### config.mk
export PLATFORM = sky130hd
export DESIGN_NAME = nvme_rq_arbiter
export DESIGN_NICKNAME = d
export VERILOG_FILES = /design/src/rtl/nvme_pcie_pkg.sv /design/src/rtl/nvme_tag_pool.sv /design/src/rtl/nvme_rq_arbiter.sv
export SDC_FILE = /design/constraint.sdc
export NUM_CORES = 1
export LEC_CHECK = 0
export ABC_AREA = 1
export CORE_AREA = 2 2 353 355
export CTS_BUF_LIST = sky130_fd_sc_hd__clkbuf_8 sky130_fd_sc_hd__clkbuf_16
export DETAILED_ROUTE_END_ITERATION = 8
export DIE_AREA = 0 0 355 357
export GPL_TIMING_DRIVEN = 0
export REMOVE_ABC_BUFFERS = 1
export SETUP_SLACK_MARGIN = 0.15
export SYNTH_ARGS = -nofsm -noshare
export SYNTH_HDL_FRONTEND = slang
export SYNTH_SLANG_ARGS = --single-unit
### constraint.sdc
create_clock -name user_clk -period 11.3 [get_ports user_clk]
set_input_delay 2.26 -clock user_clk [delete_from_list [all_inputs] [get_ports user_clk]]
set_output_delay 2.26 -clock user_clk [all_outputs]
set_load 0.02 [all_outputs]
### src/rtl/nvme_pcie_pkg.sv
// Shared constants for the NVMe PCIe request path: request type codes,
// tag width, request field widths and the arbiter state encoding.
package nvme_pcie_pkg;

    localparam int TAG_WIDTH = 6;
    localparam int TYPE_W    = 4;
    localparam int ADDR_W    = 64;
    localparam int DATA_W    = 128;
    localparam int BYTEN_W   = 8;
    localparam int DWORD_W   = 11;

    localparam logic [TYPE_W-1:0] RD_TYPE_CODE = 4'b0000;
    localparam logic [TYPE_W-1:0] WR_TYPE_CODE = 4'b0001;

    typedef enum logic {
        ARB_IDLE  = 1'b0,
        ARB_ISSUE = 1'b1
    } arb_state_t;

endpackage

### src/rtl/nvme_tag_pool.sv
// Free-tag pool for non-posted reads: free bitmap, lowest-free encoder,
// outstanding counter and a sticky flag for frees of tags already free.
module nvme_tag_pool
    import nvme_pcie_pkg::*;
#(
    parameter int TAG_W = TAG_WIDTH
) (
    input  logic             clk,
    input  logic             rst,
    input  logic             i_alloc,
    output logic [TAG_W-1:0] o_alloc_tag,
    output logic             o_empty,
    input  logic             i_free_valid,
    input  logic [TAG_W-1:0] i_free_tag,
    output logic [TAG_W:0]   o_outstanding,
    output logic             o_tag_err
);

    localparam int NUM_TAGS = 2 ** TAG_W;

    logic [NUM_TAGS-1:0] r_free_map;
    logic [NUM_TAGS-1:0] w_free_map_nxt;
    logic [TAG_W:0]      r_count;
    logic                r_tag_err;
    logic                w_free_ok;

    // Scanning downward leaves the lowest set index as the result.
    always_comb begin
        o_alloc_tag = '0;
        for (int t = NUM_TAGS - 1; t >= 0; t--) begin
            if (r_free_map[t]) begin
                o_alloc_tag = TAG_W'(t);
            end
        end
    end

    assign o_empty   = ~|r_free_map;
    assign w_free_ok = i_free_valid && !r_free_map[i_free_tag];

    always_comb begin
        w_free_map_nxt = r_free_map;
        if (i_alloc) begin
            w_free_map_nxt[o_alloc_tag] = 1'b0;
        end
        if (w_free_ok) begin
            w_free_map_nxt[i_free_tag] = 1'b1;
        end
    end

    // A double free leaves the count alone, so it always equals the cleared bits.
    always_ff @(posedge clk or posedge rst) begin
        if (rst) begin
            r_free_map <= '1;
            r_count    <= '0;
            r_tag_err  <= 1'b0;
        end else begin
            r_free_map <= w_free_map_nxt;
            if (i_alloc && !w_free_ok) begin
                r_count <= r_count + 1'b1;
            end else if (!i_alloc && w_free_ok) begin
                r_count <= r_count - 1'b1;
            end
            if (i_free_valid && r_free_map[i_free_tag]) begin
                r_tag_err <= 1'b1;
            end
        end
    end

    assign o_outstanding = r_count;
    assign o_tag_err     = r_tag_err;

endmodule

### src/rtl/nvme_rq_arbiter.sv
// Round-robin arbiter sharing the ioq_rq request channel between requesters;
// reads are stamped with a PCIe tag drawn from nvme_tag_pool.
module nvme_rq_arbiter
    import nvme_pcie_pkg::*;
#(
    parameter int                NUM_REQ = 3,
    parameter int                TAG_W   = TAG_WIDTH,
    parameter logic [TYPE_W-1:0] RD_TYPE = RD_TYPE_CODE
) (
    input  logic                         user_clk,
    input  logic                         user_reset,
    input  logic [NUM_REQ-1:0]           req_valid,
    input  logic [NUM_REQ*TYPE_W-1:0]    req_type,
    input  logic [NUM_REQ*ADDR_W-1:0]    req_addr,
    input  logic [NUM_REQ*DATA_W-1:0]    req_data,
    input  logic [NUM_REQ*BYTEN_W-1:0]   req_byten,
    input  logic [NUM_REQ*DWORD_W-1:0]   req_dword,
    output logic [NUM_REQ-1:0]           req_ack,
    output logic [TAG_W-1:0]             req_tag,
    output logic                         ioq_rq_valid,
    output logic [TYPE_W-1:0]            ioq_rq_reqType,
    output logic [ADDR_W-1:0]            ioq_rq_addr,
    output logic [DATA_W-1:0]            ioq_rq_data,
    output logic [BYTEN_W-1:0]           ioq_rq_byten,
    output logic [DWORD_W-1:0]           ioq_rq_dword,
    output logic [TAG_W-1:0]             ioq_rq_tag,
    input  logic                         rq_ioq_ack,
    input  logic                         cpl_done_valid,
    input  logic [TAG_W-1:0]             cpl_done_tag,
    output logic [TAG_W:0]               tags_outstanding,
    output logic                         tag_err
);

    localparam int PTR_W = (NUM_REQ > 1) ? $clog2(NUM_REQ) : 1;

    arb_state_t         r_state;
    arb_state_t         w_state_nxt;
    logic [PTR_W-1:0]   r_rr_ptr;
    logic [PTR_W-1:0]   r_grant;
    logic [PTR_W-1:0]   w_pick;
    logic               w_found;
    logic [NUM_REQ-1:0] w_elig;
    logic               w_pool_empty;
    logic               w_issue;
    logic               w_done;
    logic               w_alloc;
    logic [TAG_W-1:0]   w_free_tag;
    logic [TYPE_W-1:0]  w_pick_type;

    // A read with no tag available must not block other requesters.
    always_comb begin
        for (int i = 0; i < NUM_REQ; i++) begin
            w_elig[i] = req_valid[i] &&
                        ((req_type[TYPE_W*i +: TYPE_W] != RD_TYPE) || !w_pool_empty);
        end
    end

    always_comb begin
        int idx;
        w_found = 1'b0;
        w_pick  = '0;
        for (int k = 0; k < NUM_REQ; k++) begin
            idx = int'(r_rr_ptr) + k;
            if (idx >= NUM_REQ) begin
                idx = idx - NUM_REQ;
            end
            if (!w_found && w_elig[idx]) begin
                w_found = 1'b1;
                w_pick  = PTR_W'(idx);
            end
        end
    end

    assign w_pick_type = req_type[TYPE_W*w_pick +: TYPE_W];
    assign w_alloc     = w_issue && (w_pick_type == RD_TYPE);

    always_ff @(posedge user_clk or posedge user_reset) begin
        if (user_reset) begin
            r_state <= ARB_IDLE;
        end else begin
            r_state <= w_state_nxt;
        end
    end

    always_comb begin
        w_state_nxt = r_state;
        w_issue     = 1'b0;
        w_done      = 1'b0;
        req_ack     = '0;
        req_tag     = '0;
        case (r_state)
            ARB_IDLE: begin
                if (w_found) begin
                    w_issue     = 1'b1;
                    w_state_nxt = ARB_ISSUE;
                end
            end
            ARB_ISSUE: begin
                if (rq_ioq_ack) begin
                    w_done      = 1'b1;
                    req_ack     = NUM_REQ'(1) << r_grant;
                    req_tag     = ioq_rq_tag;
                    w_state_nxt = ARB_IDLE;
                end
            end
            default: w_state_nxt = ARB_IDLE;
        endcase
    end

    // Fields are captured once at grant and held until the downstream ack.
    always_ff @(posedge user_clk or posedge user_reset) begin
        if (user_reset) begin
            ioq_rq_valid   <= 1'b0;
            ioq_rq_reqType <= '0;
            ioq_rq_addr    <= '0;
            ioq_rq_data    <= '0;
            ioq_rq_byten   <= '0;
            ioq_rq_dword   <= '0;
            ioq_rq_tag     <= '0;
            r_grant        <= '0;
            r_rr_ptr       <= '0;
        end else if (w_issue) begin
            ioq_rq_valid   <= 1'b1;
            ioq_rq_reqType <= w_pick_type;
            ioq_rq_addr    <= req_addr[ADDR_W*w_pick +: ADDR_W];
            ioq_rq_data    <= req_data[DATA_W*w_pick +: DATA_W];
            ioq_rq_byten   <= req_byten[BYTEN_W*w_pick +: BYTEN_W];
            ioq_rq_dword   <= req_dword[DWORD_W*w_pick +: DWORD_W];
            ioq_rq_tag     <= w_alloc ? w_free_tag : '0;
            r_grant        <= w_pick;
        end else if (w_done) begin
            ioq_rq_valid <= 1'b0;
            r_rr_ptr     <= (r_grant == PTR_W'(NUM_REQ - 1)) ? '0 : r_grant + 1'b1;
        end
    end

    nvme_tag_pool #(
        .TAG_W (TAG_W)
    ) u_tag_pool (
        .clk           (user_clk),
        .rst           (user_reset),
        .i_alloc       (w_alloc),
        .o_alloc_tag   (w_free_tag),
        .o_empty       (w_pool_empty),
        .i_free_valid  (cpl_done_valid),
        .i_free_tag    (cpl_done_tag),
        .o_outstanding (tags_outstanding),
        .o_tag_err     (tag_err)
    );

endmodule
==> impl_metrics.tcl, run 1 <==
set metrics [dict create \
    yosysWarnings 0 \
    cts-buffers-inserted 42 \
    cp.required_ns 11.78 \
    relSlewSlack_pct 10.4 \
    critPathKind "in -> reg" \
    synth-xor-area-share_pct 0.104 \
    min_from "u_tag_pool.r_free_map[55]" \
    max-cap-violations 0 \
    postCtsSetupRepairBufs 0 \
    tns_ns 0 \
    fin_ws_ns 3.35 \
    via_count 20600 \
    synth_edf_count 0 \
    hold_path_class "reg -> reg" \
    syn_area_mm2 0.0169 \
    async_reset_ff_share_pct 100 \
    setup_viol 0 \
    port_buffers 896 \
    ys_types 40 \
    regArea_mm2 0.00756 \
    holdBufCountCts 0 \
    synth_mux_area_share_pct 0 \
    drive_above_1_share_pct 6.07 \
    routed_wirelength_um 105000 \
    initial_core_util_pct 13.7 \
    synth_fa_ha_area_share_pct 0.711 \
    fp.dieH_um 357 \
    place_area_mm2 0.0279 \
    area_growth_pct 74.6 \
    synthTopCellsByArea "dfrtp_1 35%, nand2_1 12%, dfstp_2 10%, o211ai_1 9.4%, nand3_1 7.8%" \
    ir_drop_v 0.000378 \
    viasPerCell 4.32 \
    cp_slowest_cell "inv_8" \
    cts_resized 0 \
    dp_slack_ns 2.63 \
    rr_startpoint "u_tag_pool.r_free_map[62]" \
    skew_ns 0.0438 \
    antenna_found_initial 41 \
    grt_usage_pct 15.7 \
    dieArea_mm2 0.127 \
    synthTopCellsByCount "545 x nand2_1, 296 x nor2_1, 263 x nand3_1, 235 x dfrtp_1, 234 x o21ai_0" \
    p_leak_nw 11.2 \
    timing.final.crit_period_ns 7.95 \
    tightest_slew_ns 1.34 \
    core_mm2 0.123 \
    final_cells 4776 \
    root_buffer "clkbuf_16" \
    cts_num_sinks 299 \
    cts.htree.levels 2 \
    detail-route-antenna-nets 0 \
    power_density_mw_per_mm2 315 \
    num-fill-cells 13400 \
    synth_top_area_cell "dfrtp_1" \
    gp_congestion 0.915 \
    synth_most_common_cell "nand2_1" \
    yosys.area_share.simple_pct 28.8 \
    synth_ff_type "dfrtp_1" \
    nNetsFinal 3748 \
    core.rowCount 129 \
    design_area_mm2 0.0295 \
    clock_latency_ns 0.61 \
    seq_area_frac_synth_pct 44.8 \
    synth_top_family_by_area "simple AND/OR/NAND/NOR gates" \
    crit_fanout 109 \
    wl_per_cell_um 22.1 \
    ys_ff_latch 299 \
    post-route-util_pct 24.0 \
    grt_pass1_vias 20400 \
    hpwl_um 79800 \
    multi_input_area_mm2 0.00836 \
    drtPass1Iterations 5 \
    max_freq_ghz 0.126 \
    max_stage_delay_ns 0.56 \
    finalMaxSlewViolations 0 \
    grt_overflow 0 \
    cp.arrival_ns 8.43 \
    rsz0062_at_grt "no" \
    grt_pass1_wl_um 146000 \
    syn_inst 2275 \
    syn_area_per_cell_um2 7.42 \
    clockBufferDepth 3 \
    drc_errors 0 \
    drt_iter0_drc 1477 \
    startpoint_type "primary input" \
    status "finished, final reports clean" \
    synth_compound_area_share_pct 19.2 \
    worst_setup_path_end_kind "flip-flop" \
    hold_violations 0 \
    cts_tree "done" \
    timing.critical_path.mode_cell "nor2_1" \
    synth_top_area_share_pct 34.8 \
    clk_pin_slew_ns 0.06 \
    dp.cells 4672 \
    die_x_um 355 \
    num_io_pins 897 \
    fin_crit_sh_pct 70.3 \
    crit_start "req_type[4]" \
    grt_max_degree 125 \
]
## critical path, delay by kind of cell
kind                     cells  cell delay (ns)
AND/OR/NAND/NOR             13             1.91
buffers and inverters        5             1.74
AO/OA/AOI/OAI                7             1.68
adder cells (fa/ha/maj)      2             0.55
XOR/XNOR                     1             0.13
## cell type report
| class | count | area share, % |
|---|---|---|
| flip-flops and latches | 299 | 25.6 |
| clock inverters | 23 | 0.895 |
| inverters | 117 | 1.57 |
| repair buffers | 923 | 32.2 |
| clock buffers | 54 | 4.16 |
| diodes | 25 | 0.212 |
| multi-input cells | 1698 | 28.4 |
| well taps | 1637 | 6.94 |
## metal layers
layer / global-route usage, % / part of all wire [%] / routed length (um) / vias to the layer above
met5: 0 / 0.087 / 92 / -
met4: 5.63 / 3.9 / 4160 / 14
met3: 6.18 / 10 / 10900 / 176
met2: 26.2 / 47 / 49800 / 950
met1: 18.3 / 38 / 40500 / 10100
li1: - / - / - / 9428
## report_power, final
group          internal [mW]  total, mW  switching [mW]  leakage (nW)
sequential              1.63       1.97           0.339          3.54
clock                  0.899       1.47           0.570         0.771
combinational           2.02       5.84            3.82          6.89
total                   4.55       9.28            4.73          11.2
## state kept, by name, indices dropped and copies added, names as in the netlist
| name | count |
|---|---|
| ioq_rq_addr | 64 |
| ioq_rq_byten | 8 |
| ioq_rq_data | 128 |
| ioq_rq_dword | 11 |
| ioq_rq_reqType | 4 |
| ioq_rq_tag | 6 |
| ioq_rq_valid | 1 |
| r_grant | 2 |
| r_rr_ptr | 2 |
| r_state | 1 |
| u_tag_pool.o_outstanding | 7 |
| u_tag_pool.o_tag_err | 1 |
| u_tag_pool.r_free_map | 64 |
## stage by stage
step / power, mW / hold slack, ns
2_1_floorplan: 5.07 / 0.444
3_3_place_gp: 8.01 / 0.440
3_5_place_dp: 7.87 / 0.449
4_1_cts: 9.43 / 0.463
5_1_grt: 9.91 / 0.488
6_report: 9.28 / 0.467
## path summary, 6_finish.rpt
check / end / slack [ns] / depth (start not counted)
worst min register to register: u_tag_pool.r_free_map[55] / 0.47 / 2
worst max register to register: u_tag_pool.o_outstanding[6] / 4.29 / 33
min in group asynchronous: ioq_rq_data[33] / 2.09 / 2
worst min-delay path: u_tag_pool.r_free_map[55] / 0.47 / 2
max in group asynchronous: ioq_rq_data[39] / 7.92 / 4
worst max-delay path: u_tag_pool.o_outstanding[6] / 3.35 / 28
## kinds of logic after synthesis
kind of cell	after synthesis
flip-flops	299
buffers and inverters	278
XOR/XNOR	2
AND/OR/NAND/NOR	1168
adder cells (fa/ha/maj)	9
AO/OA/AOI/OAI	519
## cells in the final DEF, fill, tap and decap left out, drive strengths merged
master	synthesis	layout
o21ai	237	237
o2111ai	3	3
a311oi	1	1
buf	10	26
nor3	19	19
o22a	1	1
a21oi	18	18
clkbuf	151	55
bufinv	0	6
a32oi	3	3
fa	1	1
o22ai	25	25
nor4	8	8
o2bb2ai	1	1
nand3	263	263
clkdlybuf4s50	0	896
a32o	1	1
a22oi	2	2
dfrtp	235	235
o41ai	4	4
nor2	297	297
o21bai	3	3
clkinv	1	6
a21o	1	1
xnor2	2	2
ha	8	8
a221oi	4	4
nand4	31	31
o31ai	1	1
diode	0	25
inv	116	127
dfstp	64	64
clkinvlp	0	1
nand2	550	550
o211ai	212	212
a31oi	2	2
(Power assumes the default switching activity.)
==> run 2: changes to the inputs <==
CORE_AREA = 2 2 351 353   (was 2 2 353 355)
DIE_AREA = 0 0 353 355   (was 0 0 355 357)
clock period = 6.4 ns   (was 11.3 ns; I/O delays follow)
==> run 2 against run 1 <==
Hold slack got worse by 0.0012 ns. Clock-buffer cell count did not move. Critical endpoint unchanged. Global-route usage rose by 0.27 points. Critical path depth increased by 5. Core utilization up 0.47 points. Critical path type is now reg -> reg. Via count decreased by 1.2%. Non-clock buffer count increased by 7. Clock skew is 0.023 ns lower.
==> impl_metrics.tcl, run 2 (synthesized netlist as in run 1, its figures left out) <==
set metrics [dict create \
    detail-route-antenna-nets 0 \
    core.rowCount 128 \
    seqPwrFrac_pct 20.6 \
    grt_overflow 0 \
    max-cap-violations 0 \
    ir_drop_v 0.000593 \
    clock_latency_ns 0.61 \
    max_freq_ghz 0.172 \
    crit_fanout 53 \
    viasPerCell 4.28 \
    relSlewSlack_pct 9.43 \
    tns_ns 0 \
    port_buffers 896 \
    drc_errors 0 \
    power_density_mw_per_mm2 570 \
    max_stage_delay_ns 0.38 \
    die_x_um 353 \
    timing.final.crit_period_ns 5.83 \
    skew_ns 0.0206 \
    hold_violations 0 \
    num_io_pins 897 \
    fin_crit_sh_pct 91.0 \
    cts.htree.levels 2 \
    root_buffer "clkbuf_16" \
    mostFrequentLayoutCell "clkdlybuf4s50_1" \
    reg2reg_slack_ns 0.57 \
    drt_iter0_drc 1531 \
    cp.arrival_ns 6.31 \
    core_mm2 0.121 \
    area_growth_pct 75.7 \
    cts-buffers-inserted 43 \
    nNetsFinal 3759 \
    num-fill-cells 13300 \
    dp_slack_ns -0.975 \
    p_leak_nw 11.3 \
    via_count 20400 \
    fp.dieH_um 355 \
    timing.critical_path.mode_cell "nor2_1" \
    switching_share_pct 51.6 \
    clk_pin_slew_ns 0.05 \
    clkPwrFrac_pct 15.3 \
    drtPass1Iterations 5 \
    largest-register "ioq_rq_data" \
    combPwrFrac_pct 64.0 \
    dp.cells 4661 \
    antenna_found_initial 31 \
    final_cell_mix "896 x clkdlybuf4s50_1, 542 x nand2_1, 290 x nor2_1, 263 x nand3_1, 235 x dfrtp_1" \
    dieArea_mm2 0.125 \
    grt_pass1_vias 20300 \
    final_cells 4766 \
    gp_congestion 0.910 \
    grt_max_degree 125 \
    post-route-util_pct 24.4 \
    status "finished, final reports clean" \
    routed_wirelength_um 106000 \
    drive_above_1_share_pct 6.69 \
    startpoint_type "flip-flop" \
    wl_per_cell_um 22.3 \
    cp_slowest_cell "dfstp_2" \
    hpwl_um 76500 \
    holdWs_ns 0.465 \
    fin_total_pwr_mw 16.9 \
    tightest_slew_ns 1.35 \
    cp.required_ns 6.89 \
    cts_tree "done" \
    switchingPower_mw 8.73 \
    fin_ws_ns 0.575 \
    rsz0062_at_grt "no" \
    clockBufferDepth 3 \
    finalMaxSlewViolations 0 \
    initial_core_util_pct 13.9 \
    place_area_mm2 0.0279 \
    design_area_mm2 0.0297 \
    grt_usage_pct 16.0 \
    critPathKind "reg -> reg" \
    grt_pass1_wl_um 147000 \
    largest_registers "ioq_rq_data (128), ioq_rq_addr (64), u_tag_pool.r_free_map (64)" \
    cts_num_sinks 299 \
    hold_path_class "reg -> reg" \
    largest_reg_flops 128 \
    setup_viol 0 \
    worst_setup_path_end_kind "flip-flop" \
    intPower_mw 8.19 \
]
run 2: path summary, 6_finish.rpt:
kind | end | cells after the start | from
worst min register to register | u_tag_pool.o_outstanding[6] | 1 | u_tag_pool.o_outstanding[6]
worst min-delay path | u_tag_pool.o_outstanding[6] | 1 | u_tag_pool.o_outstanding[6]
min in group asynchronous | ioq_rq_data[56] | 2 | user_reset
max in group asynchronous | ioq_rq_addr[60] | 4 | user_reset
worst max register to register | u_tag_pool.o_outstanding[6] | 33 | u_tag_pool.r_free_map[63]
worst max-delay path | u_tag_pool.o_outstanding[6] | 33 | u_tag_pool.r_free_map[63]
run 2: critical path, delay by kind of cell (launching register included):
family                     cells  cell delay, ns
DFF                            1            0.38
adders and majority gates      2            0.53
and+or+nand+nor               18            2.14
buffers and inverters          5            0.81
AOI/OAI and AO/OA              7            1.64
xor gates and xnor gates       1            0.13
run 2: routing by layer:
| metal | routed length, um | vias to the layer above | global-route usage (%) |
|---|---|---|---|
| li1 | - | 9441 | - |
| met2 | 48600 | 915 | 25.4 |
| met3 | 13900 | 165 | 8.95 |
| met5 | 62 | - | 0 |
| met4 | 3960 | 10 | 6.36 |
| met1 | 39700 | 9853 | 17.8 |
run 2: what timing repair did:
| action | CTS | global route |
|---|---|---|
| gates cloned | 4 | 1 |
| buffers inserted | 4 | 1 |
| pin swaps | 2 | 1 |
| resized for setup | 6 | 8 |
| setup endpoints to repair | 6 | 4 |
| hold buffers | 0 | 0 |
run 2: cell type report:
| cell class | count | area [um^2] | area share (%) |
|---|---|---|---|
| Multi-Input combinational cell | 1701 | 8470 | 28.5 |
| Clock inverter | 24 | 243 | 0.818 |
| Sequential cell | 299 | 7560 | 25.5 |
| Tap cell | 1625 | 2030 | 6.85 |
| Antenna cell | 16 | 40.0 | 0.135 |
| Inverter | 117 | 462 | 1.56 |
| Clock buffer | 54 | 1250 | 4.21 |
| Timing Repair Buffer | 930 | 9620 | 32.4 |
run 2: power by group through the flow:
stage | clock network [mW] | registers [mW] | logic [mW]
final | 2.59 | 3.49 | 10.8
after global routing | 2.75 | 3.59 | 11.8
after CTS | 2.69 | 3.50 | 10.9
after detailed placement | 0 | 3.50 | 10.4
after global placement | 0 | 3.42 | 8.54
after floorplan | 0 | 4.21 | 4.74
